<file path="config.mk">
export PLATFORM = sky130hd
export DESIGN_NAME = uart_rx_fifo
export DESIGN_NICKNAME = d
export VERILOG_FILES = /design/src/rtl/uart_rx_fifo.sv
export SDC_FILE = /design/constraint.sdc
export NUM_CORES = 1
export LEC_CHECK = 0
export ABC_AREA = 1
export BUFFER_PORTS_ARGS = -buffer_cell sky130_fd_sc_hd__buf_4
export CAP_MARGIN = 10
export CORE_MARGIN = 5
export CORE_UTILIZATION = 40
export DETAILED_ROUTE_END_ITERATION = 8
export PLACE_DENSITY_LB_ADDON = 0.08
export SYNTH_ARGS = -nofsm -noshare
export SYNTH_HDL_FRONTEND = slang
export SYNTH_SLANG_ARGS = --single-unit
</file>
<file path="constraint.sdc">
create_clock -name clk -period 7.9 [get_ports clk]
set_input_delay 0.79 -clock clk [delete_from_list [all_inputs] [get_ports clk]]
set_output_delay 0.79 -clock clk [all_outputs]
set_load 0.02 [all_outputs]
</file>
<file path="src/rtl/uart_rx_fifo.sv">
// Oversampling UART receiver with start/parity/stop validation, feeding a
// two-entry FIFO read through a valid/ack handshake.
module uart_rx_fifo #(
  parameter int OSR  = 16,
  parameter int DIVW = 12
) (
  input  logic            clk,
  input  logic            rst,
  input  logic            i_rxd,
  input  logic            i_en,
  input  logic [DIVW-1:0] i_div,
  input  logic            i_par_en,
  input  logic            i_par_odd,
  input  logic            i_ack,
  input  logic            i_clr_err,
  output logic [7:0]      o_dat,
  output logic            o_vld,
  output logic            o_full,
  output logic            o_ferr,
  output logic            o_perr,
  output logic            o_ovr,
  output logic            o_busy
);

  typedef enum logic [2:0] {S_IDLE, S_START, S_DATA, S_PAR, S_STOP, S_BRK} state_t;

  localparam int            PW      = $clog2(OSR);
  localparam logic [PW-1:0] HALF_M1 = PW'(OSR / 2 - 1);
  localparam logic [PW-1:0] FULL_M1 = PW'(OSR - 1);

  state_t          state, state_nx;
  logic            sync1, sync2;
  logic [2:0]      maj_sr;
  logic            rxf, rxf_q;
  logic [DIVW-1:0] div_m1, tick_cnt;
  logic            tick, sample, start_det, start_mid;
  logic [PW-1:0]   phase;
  logic [2:0]      bit_cnt;
  logic [7:0]      shreg;
  logic            bad;
  logic            push, ferr_set, perr_set;

  logic [7:0]      mem [2];
  logic            wr_ptr, rd_ptr;
  logic [1:0]      cnt;
  logic            pop, wr_ok, ovr_set;

  // Input conditioning: two-flop synchroniser, then a majority vote over
  // three tick-spaced samples so a single bad sample never reaches the FSM.
  // NOTE: sequential state is always assigned with <= so every flop samples
  // the pre-edge value of its sources, independent of statement order.
  always_ff @(posedge clk) begin
    if (rst) begin
      sync1  <= 1'b1;
      sync2  <= 1'b1;
      maj_sr <= 3'b111;
      rxf_q  <= 1'b1;
    end else begin
      sync1 <= i_rxd;
      sync2 <= sync1;
      rxf_q <= rxf;
      if (tick) maj_sr <= {maj_sr[1:0], sync2};
    end
  end

  assign rxf = (maj_sr[0] & maj_sr[1]) | (maj_sr[0] & maj_sr[2]) | (maj_sr[1] & maj_sr[2]);

  // Tick generator; the >= compare keeps it sane if i_div shrinks mid-count.
  assign div_m1    = (i_div == '0) ? '0 : i_div - 1'b1;
  assign tick      = (tick_cnt >= div_m1);
  assign start_det = (state == S_IDLE) && i_en && rxf_q && !rxf;
  assign sample    = tick && (phase == FULL_M1);
  assign start_mid = tick && (state == S_START) && (phase == HALF_M1);

  always_ff @(posedge clk) begin
    if (rst)                    tick_cnt <= '0;
    else if (start_det || tick) tick_cnt <= '0;
    else                        tick_cnt <= tick_cnt + 1'b1;
  end

  always_ff @(posedge clk) begin
    if (rst) state <= S_IDLE;
    else     state <= state_nx;
  end

  // NOTE: every signal driven here gets a default first, so no path through
  // the case can leave one unassigned and infer a latch.
  always_comb begin
    state_nx = state;
    push     = 1'b0;
    ferr_set = 1'b0;
    perr_set = 1'b0;
    unique case (state)
      S_IDLE:  if (start_det) state_nx = S_START;
      S_START: if (start_mid) state_nx = rxf ? S_IDLE : S_DATA;
      S_DATA:  if (sample && bit_cnt == 3'd7) state_nx = i_par_en ? S_PAR : S_STOP;
      S_PAR:   if (sample) state_nx = S_STOP;
      S_STOP: begin
        if (sample) begin
          if (rxf) begin
            state_nx = S_IDLE;
            perr_set = bad;
            push     = !bad;
          end else begin
            state_nx = S_BRK;
            ferr_set = 1'b1;
            perr_set = bad;
          end
        end
      end
      S_BRK:   if (rxf) state_nx = S_IDLE;
      default: state_nx = S_IDLE;
    endcase
    // Disable aborts any frame without side effects.
    if (!i_en) begin
      state_nx = S_IDLE;
      push     = 1'b0;
      ferr_set = 1'b0;
      perr_set = 1'b0;
    end
  end

  always_ff @(posedge clk) begin
    if (rst) begin
      phase   <= '0;
      bit_cnt <= '0;
      shreg   <= '0;
      bad     <= 1'b0;
    end else if (state == S_IDLE) begin
      phase   <= '0;
      bit_cnt <= '0;
      bad     <= 1'b0;
    end else if (tick) begin
      phase <= (sample || start_mid) ? '0 : phase + 1'b1;
      if (sample && state == S_DATA) begin
        shreg   <= {rxf, shreg[7:1]};
        bit_cnt <= bit_cnt + 1'b1;
      end
      if (sample && state == S_PAR) bad <= ((^shreg) ^ rxf) != i_par_odd;
    end
  end

  // FIFO: a pop frees the head slot first, so push-while-full-with-pop fits.
  assign pop     = i_ack && (cnt != 2'd0);
  assign wr_ok   = push && ((cnt != 2'd2) || pop);
  assign ovr_set = push && (cnt == 2'd2) && !pop;

  // NOTE: the two storage entries are reset so o_dat is a defined 8'h00
  // out of reset rather than whatever the array powered up with.
  always_ff @(posedge clk) begin
    if (rst) begin
      mem[0] <= '0;
      mem[1] <= '0;
      wr_ptr <= 1'b0;
      rd_ptr <= 1'b0;
      cnt    <= 2'd0;
    end else begin
      if (wr_ok) begin
        mem[wr_ptr] <= shreg;
        wr_ptr      <= ~wr_ptr;
      end
      if (pop) rd_ptr <= ~rd_ptr;
      unique case ({wr_ok, pop})
        2'b10:   cnt <= cnt + 2'd1;
        2'b01:   cnt <= cnt - 2'd1;
        default: cnt <= cnt;
      endcase
    end
  end

  // Sticky flags; a new error in the clear cycle wins.
  always_ff @(posedge clk) begin
    if (rst) begin
      o_ferr <= 1'b0;
      o_perr <= 1'b0;
      o_ovr  <= 1'b0;
    end else begin
      o_ferr <= ferr_set | (o_ferr & ~i_clr_err);
      o_perr <= perr_set | (o_perr & ~i_clr_err);
      o_ovr  <= ovr_set  | (o_ovr  & ~i_clr_err);
    end
  end

  assign o_dat  = mem[rd_ptr];
  assign o_vld  = (cnt != 2'd0);
  assign o_full = (cnt == 2'd2);
  assign o_busy = (state != S_IDLE);

endmodule

</file>
**Word level (Yosys, flattened, before mapping)**

Memories as Yosys holds them, arrays and structs flattened. A register that Yosys moved wholly into a read port is not among the register bits.
Cells that the tools add are included.

- Output and inout port bits: 14
- Memory bits (writable): 16
- Memories kept: 1
- Bits of input ports: 20
- Bits in latches: 0
- Register bits after elaboration: 44
- ROM bits: 0

- Mux-type cells: 34
- Bitwise logic cells: 17
- Reductions and logical operators: 33
- Div/mod/pow operators: 0
- Shift operators: 0
- Multipliers: 0
- Magnitude comparators: 1
- Add/subtract/negate cells: 6
- Equal/unequal tests: 19

Memory list:

| name | words | bits a word | read ports | clocked after Yosys merged registers in | wr ports | line | source |
|---|---|---|---|---|---|---|---|
| mem | 2 | 8 | 1 | 1 | 2 | 43 | `logic [7:0] mem [2];` |

Operator list:

| cell | count |
|---|---|
| $mux 3 | 8 |
| $mux 1 | 20 |
| $pmux 3 s6 | 1 |
| $ne 2x2->1 const B | 7 |
| $logic_and 1x1->1 | 13 |
| $add 12x1->12 const B | 1 |
| $ge 12x12->1 | 1 |
| $logic_not 12->1 | 1 |
| $mux 12 | 1 |
| $sub 12x1->12 const B | 1 |
| $eq 3x3->1 const B | 3 |
| $mux 8 | 1 |
| $reduce_or 8->1 | 1 |
| $reduce_xor 8->1 | 1 |
| $and 1x1->1 | 6 |
| $eq 3x2->1 const B | 2 |
| $reduce_and 6->1 | 1 |
| $reduce_or 2->1 | 3 |
| $not 1->1 | 5 |
| $or 1x1->1 | 5 |
| $add 4x1->4 const B | 1 |
| $eq 2x2->1 const B | 2 |
| $eq 4x3->1 const B | 1 |
| $eq 4x4->1 const B | 1 |
| other kinds (17) | 23 |

**Longest topological paths before layout**

Gate-level depths: netlist (run 1).

- Word-level depth: 13
- Mapped depth: 22

**Worst setup path after synthesis (run 1)**

No wires, ideal clock.

- Kind: input port to flip-flop
- Start: input port i_div[0]
- End: memory mem[0][0], enable pin
- Arrival time: 3.259 ns
- Library setup time: 0.384 ns
- Path buffers: 0
- Path slack: 4.257 ns
- Stages on the path: 19
- Cells stage by stage: inv_1 -> ha_1 -> nand2_1 -> nor2_1 -> inv_1 -> nor2_1 -> a21oi_1 -> nand3b_1 -> ha_1 -> nand2_1 -> nor2_2 -> inv_1 -> nor2_1 -> nand2_1 -> nand2_2 -> nand3_2 -> nor2_4 -> inv_2 -> o21ai_0

RTL lines:

| what | line | source |
|---|---|---|
| start: declaration | 11 | `input logic [DIVW-1:0] i_div,` |
| end: declaration | 43 |  |

==> reports/summary.txt, run 1 <==
Status: complete, no violations
Share of the synthesized area in the top cell type: 0.264
Ant diodes: 0
Post-synth EDFFs: 16
Cell depth of the worst flop-to-flop path: 11
Crit. End Element: register
Startpoint Class: input port
Ports: 34
Core area: 8260 um^2
Slew margin rel.: 0.252
Hold WS: 0.420 ns
Post-synth ARST share: 0
Crit-path leading delay family: simple AND/OR/NAND/NOR gates
Setup tns final: 0 ns
Crit path cell chain: buf_4, inv_1, ha_1, nand2_1, nor2_1, inv_1, nor2_1, a21oi_1, nand3b_1, ha_1, nand2_1, nor2_2, inv_1, nor2_1, nand2_1, nand2_2, nand3_2, nor2_4, inv_2, o21ai_0
Standard-cell rows: 33
Worst path arrival time: 4.03 ns
Reg clk slew, reported paths: 0.07 ns
Syn nets: 471
Buf/Inv on CP: 5
DR pass1 iterations: 6
PwrDens: 189 nW/um^2
Via Count: 2769
Buffers added on ports: 33
Mapped cell area: 3410 um^2
Post-CTS Setup Inserts: 0
First-pass GRT wire length: 11.8 mm
Detailed Route WL: 6.88 mm
Vias in the first global route: 2630
Worst Max-Slew Pin Slew: 1.11 ns
Post-layout util: 0.475
Starting density of the core: 0.413
GP Congestion: 0.880
Max cap viols: 0
Initial antenna violation count: 0
Slew Limit Fails: 0
Sink Count: 61
Top FF cell, synth: dfxtp_1
Final Cell Area: 3920 um^2
Hold Fails Final Rpt: 0
Avg Cell Area, Syn: 7.87 um^2
Synth cell types: 37
Peak Freq: 0.245 GHz
Drt wl/cell: 11.8 um
Die Height: 102 um
Largest cells by area after synthesis: dfxtp_1 26%, edfxtp_1 14%, nand2_1 8.4%, ha_1 6.6%, inv_1 6.2%
Post-CTS sizing: 0
Vias per std cell: 4.77
Largest net degree at the start of global routing: 22
Post-DP HPWL: 5.32 mm
CP required: 7.86 ns
Gr usage total: 0.143
Width of the chip: 102 um
CTS Buf Count: 9
Critical path depth: 20
Endpoints failing setup: 0
Worst Hold Class: reg2reg
Hold Buf Count CTS: 0
Leading area contributor after synthesis: dfxtp_1
Skew final: 0.00972 ns
Drt initial violations: 93
Routed Antenna Nets: 0
Final net count: 509
Die area: 10500 um^2
Drt drc: 0
Sequential-to-total area share from yosys stat: 0.405
Clock latency on the worst-skew pair: 0.34 ns
Seq cells post-synth: 61
CTS tree: done
Maximum vdd drop: 0.157 mV
Clk buf depth: 2
LEAKAGE: 1.66 nW
Root Buffer: clkbuf_8
Grt total ovfl: 0
CP max stage delay: 0.86 ns
Max Fanout on Critical Path: 12
Hold depth: 1
Placed Area: 3750 um^2
Setup CP Type: in2reg
P&R area growth vs syn: 15.1%
CTS H-tree lvls: 3
Layout cells sized above 1: 0.197
Mapped Cells: 433
Period utilization: 0.516
Ys Warns: 0
Worst path slowest cell: o21ai_0
Fin crit period: 4.08 ns
RSZ-0062 raised after global routing: false
[path summary, 6_finish.rpt]
kind / to / slack (ns) / start
setup / recovery: mem[0][7] / 3.82 / i_div[0]
hold reg to reg: sync2 / 0.42 / sync1
hold / removal: sync2 / 0.42 / sync1
setup reg to reg: mem[0][7] / 4.96 / tick_cnt[11]
[cells in the final DEF, fill, tap and decap left out, types with 4 or more instances in the layout]
cell      instances
xor2_1            8
o21ai_0          14
edfxtp_1         16
or2_2             6
inv_2             4
nor2_1           54
nor3_1            7
clkbuf_8          9
xnor2_1           9
mux2_2            8
nand3_2           5
nand3_1          24
ha_1             18
nor2_2           10
dfxtp_1          45
buf_4            33
nand4_1           9
nand2_1          76
inv_1            56
a21oi_1          30
[kinds of logic (layout without fill, tap and decap cells)]
| group | after synthesis | in the layout | share of synthesized area |
|---|---|---|---|
| flops | 61 | 61 | 0.405 |
| mux | 8 | 8 | 0.0264 |
| buf+inv | 66 | 109 | 0.0778 |
| xor+xnor | 17 | 17 | 0.0437 |
| compound gates | 52 | 52 | 0.0815 |
| simple gates | 211 | 211 | 0.299 |
| fa+ha+maj | 18 | 18 | 0.0661 |
[area by class of cell]
class,count,area [um^2]
inverters,60,225
flip-flops and latches,61,1380
clock buffers,9,124
repair buffers,33,248
clock inverters,7,50.0
fillers,861,4340
well taps,105,131
multi-input cells,306,1760
[Yosys cell counts (2+ instances only)]
cell,count
nand2_1,76
inv_1,56
nor2_1,54
dfxtp_1,45
a21oi_1,30
nand3_1,24
ha_1,18
edfxtp_1,16
o21ai_0,14
nor2_2,10
nand4_1,9
xnor2_1,9
mux2_2,8
xor2_1,8
nor3_1,7
or2_2,6
nand3_2,5
inv_2,4
a31oi_1,3
nand2_2,3
nor2_4,3
nor3b_1,3
nor4_1,3
buf_2,2
buf_6,2
clkbuf_1,2
o21ai_2,2
or2_0,2
[worst reg2reg max path, cell delays in order (launching register included)]
cell and delay (ns):
dfxtp_1 0.34, ha_1 0.31, nand2_1 0.09, nor2_2 0.14, inv_1 0.05, nor2_1 0.11, nand2_1 0.09, nand2_2 0.22
nand3_2 0.16, nor2_4 0.14, inv_2 0.07, o21ai_0 0.86
[stage by stage]
step / cells / worst slack [ns] / total power [mW]
floorplan: 433 / 4.26 / 0.451
global placement: 565 / 3.59 / 0.505
detailed placement: 565 / 3.43 / 0.504
CTS: 581 / 3.80 / 0.753
global route: 581 / 3.43 / 0.786
finish: 581 / 3.82 / 0.741
[power by group]
group / internal, mW / switching, mW / total (mW) / leakage (nW)
combinational: 0.0615 / 0.0853 / 0.147 / 1.05
sequential: 0.335 / 0.0141 / 0.349 / 0.516
clock: 0.115 / 0.131 / 0.246 / 0.0937
total: 0.511 / 0.230 / 0.741 / 1.66
[flip-flops by register name, indices dropped and copies added (netlist names), 2 cells and up, named ones only]
signal	count
shreg	8
bit_cnt	3
mem	16
state	3
tick_cnt	12
cnt	2
phase	4
maj_sr	3
[per-layer routing]
layer | vias to the layer above | part of all wire | GRT usage
met5 | - | 0 | 0
met4 | 0 | 0.018 | 0.0605
met3 | 8 | 0.036 | 0.0362
met2 | 40 | 0.46 | 0.229
met1 | 1226 | 0.49 | 0.183
li1 | 1495 | - | -
(Power assumes the default switching activity.)
==> run 2, diff against run 1 <==
ABC_AREA = 0   (was 1)
clock period = 4.2 ns   (was 7.9 ns; I/O delays follow)
==> reports/summary.txt, run 2 <==
Worst Hold Class: in2reg
CP max stage delay: 0.54 ns (-0.32 ns)
Ports: 34 (unchanged)
Most common cell in the synthesized netlist: dfxtp_1
Die area: 10400 um^2 (-1.1%)
Drt initial violations: 63 (-32%)
Post-synth ARST share: 0 (unchanged)
Pwr Total: 1.22 mW (+65%)
Routed Antenna Nets: 0 (unchanged)
Worst path slowest cell: or4_1
Largest cells by area after synthesis: dfxtp_1 27%, edfxtp_1 14%, ha_1 6.7%, nor2_1 4.9%, xor2_1 4.7%
Final net count: 438 (-14%)
Most frequent cells in the layout: 45 x dfxtp_1, 44 x nor2_1, 38 x buf_4
Reg clk slew, reported paths: 0.07 ns (about the same)
Most common cell after layout, fill and taps aside: dfxtp_1
Post-DP HPWL: 4.81 mm (-9.4%)
Root Buffer: clkbuf_8
Post-synth EDFFs: 16 (unchanged)
LEAKAGE: 1.67 nW (+0.70%)
Share of the synthesized area in the top cell type: 0.268 (+0.00324)
Max reg flops: 16 (unchanged)
Filler cells: 792 (-8.0%)
Mapped Cells: 364 (-16%)
Ys Warns: 0 (unchanged)
Starting density of the core: 0.410 (-0.00295)
Startpoint Class: input port
Register share of total power: 0.505 (+0.034)
Hold Fails Final Rpt: 0 (unchanged)
GP Congestion: 0.762 (-13%)
CP required: 4.47 ns (-3.39 ns)
Skew final: 0.00695 ns (-0.00277 ns)
Logic gate share of total power: 0.066 (-0.132)
Largest regs: mem x16, tick_cnt x12, shreg x8
Clock latency on the worst-skew pair: 0.34 ns (about the same)
Drt drc: 0 (unchanged)
Setup CP Type: in2reg
Layout Cells excl Fill: 510 (-12%)
Post-layout util: 0.478 (+0.00315)
Crit-path leading delay family: simple AND/OR/NAND/NOR gates
Vias in the first global route: 2425 (-7.8%)
Synth cell types: 46 (+24%)
Top cell by count, worst path: or4_1
CTS H-tree lvls: 3 (unchanged)
Ant diodes: 0 (unchanged)
Placed Area: 3730 um^2 (-0.47%)
Max cap viols: 0 (unchanged)
Buf/Inv on CP: 2 (-3)
Buffers added on ports: 33 (unchanged)
RSZ-0062 raised after global routing: false
Slew margin rel.: 0.619 (+0.367)
Die Height: 102 um (-0.55%)
Grt total ovfl: 0 (unchanged)
Top FF cell, synth: dfxtp_1
Mapped cell area: 3370 um^2 (-1.2%)
Detailed Route WL: 6.56 mm (-4.7%)
PwrDens: 312 nW/um^2 (+65%)
Final Cell Area: 3930 um^2 (+0.16%)
Fin crit period: 3.76 ns
Vias per std cell: 4.95 (+3.9%)
Slew Limit Fails: 0 (unchanged)
Endpoints failing setup: 0 (unchanged)
Largest net degree at the start of global routing: 30 (+36%)
Worst path arrival time: 4.03 ns (about the same)
Layout cells sized above 1: 0.175 (-0.0222)
Gr usage total: 0.138 (-0.00458)
Syn nets: 402 (-15%)
Period utilization: 0.895
Initial antenna violation count: 0 (unchanged)
Sink Count: 61 (unchanged)
Post-CTS sizing: 0 (unchanged)
First-pass GRT wire length: 11.4 mm (-2.9%)
Core area: 8220 um^2 (-0.50%)
Hold Buf Count CTS: 0 (unchanged)
DR pass1 iterations: 4 (-2)
Peak Freq: 0.266 GHz
Status: complete, no violations
Standard-cell rows: 33 (unchanged)
Commonest cells post-synth: 45 x dfxtp_1, 44 x nor2_1, 30 x nand2_1, 18 x ha_1, 18 x xor2_1
Avg Cell Area, Syn: 9.25 um^2 (+18%)
Drt wl/cell: 12.9 um (+8.6%)
FF-to-FF setup slack: 1.74 ns (-3.22 ns)
Pre-CTS setup slack: 0.0709 ns (-3.36 ns)
Width of the chip: 102 um (-0.55%)
Internal power: 0.929 mW (+82%)
Worst Max-Slew Pin Slew: 0.567 ns (-0.543 ns)
Clk buf depth: 2 (unchanged)
Hold WS: 0.270 ns (-0.150 ns)
Worst setup margin: 0.440 ns (-3.39 ns)
Largest Register: mem
P&R area growth vs syn: 16.6%
Psw: 0.296 mW (+29%)
Post-CTS Setup Inserts: 0 (unchanged)
Seq cells post-synth: 61 (unchanged)
Sw Ratio: 0.242 (-0.0688)
Leading area contributor after synthesis: dfxtp_1
Clk pwr share: 0.429 (+0.097)
Sequential-to-total area share from yosys stat: 0.410 (+0.00497)
Via Count: 2525 (-8.8%)
Crit path cell chain: buf_4, or4_1, or3_1, or4_1, and2_1, ha_1, nor2b_1, o21ai_0, a41oi_1, o21ai_1, buf_4, nand2_1, or4_1, a21oi_1
Max Fanout on Critical Path: 19 (+7)
CTS Buf Count: 9 (unchanged)
Crit. End Element: register
Placed Cells incl. Taps: 494 (-13%)
Maximum vdd drop: 0.196 mV (+24%)
Setup tns final: 0 ns (unchanged)
CTS tree: done
## run 2: cell count changes in the layout (fill, tap and decap cells not counted), sizes merged, moves of 7 or more
cell,change
nand3,-21
a21oi,-16
nand2b,+8
nor2,-22
and2,+17
inv,-44
xor2,+10
nand2,-50
or3,+7
xnor2,+8
mux2i,+14
## run 2: routing by layer
| metal | routed length (um) | global-route usage |
|---|---|---|
| met2 | 3170 | 0.227 |
| met4 | 55 | 0.0337 |
| met3 | 229 | 0.0461 |
| met5 | 0 | 0 |
| met1 | 3100 | 0.176 |
## run 2: power groups by stage
stage          clock [mW]  combinational [mW]  sequential [mW]
2_1_floorplan           0              0.0485            0.630
3_3_place_gp            0              0.0817            0.632
3_5_place_dp            0              0.0823            0.632
4_1_cts             0.547              0.0830            0.618
5_1_grt             0.577              0.0920            0.619
6_report            0.525              0.0810            0.618
## run 2: worst register-to-register path, cell delays in order (launching register included)
cell and delay, ns:
dfxtp_1 0.58, nor3b_1 0.38, nand2_1 0.17, nor3_1 0.34, nand2b_1 0.16, nor4b_2 0.50, and2_1 0.21
## run 2: cell type report
class	instances	area [um^2]	share of cell area
multi-input combinational	273	1850	0.471
tap	105	131	0.0335
clock buffer	9	124	0.0315
timing repair buffer	39	305	0.0777
clock inverter	7	73.8	0.0188
sequential	61	1380	0.352
inverter	16	60.1	0.0153
## run 2: cell families (layout without fill, tap and decap cells)
logic type                 after synthesis  count (layout)  synth area share
and+or+nand+nor                        150             150             0.229
xor gates and xnor gates                35              35            0.0910
muxes                                   22              22            0.0684
DFF                                     61              61             0.410
adders and majority gates               20              20            0.0740
buffers and inverters                   30              71            0.0398
AOI/OAI and AO/OA                       46              46            0.0873
## run 2: path summary, 6_finish.rpt
path | from | endpoint | cells past startpoint
max | i_div[9] | state[1] | 14
min | i_rxd | sync1 | 2
max reg2reg | state[2] | mem[1][2] | 6
min reg2reg | sync1 | sync2 | 1
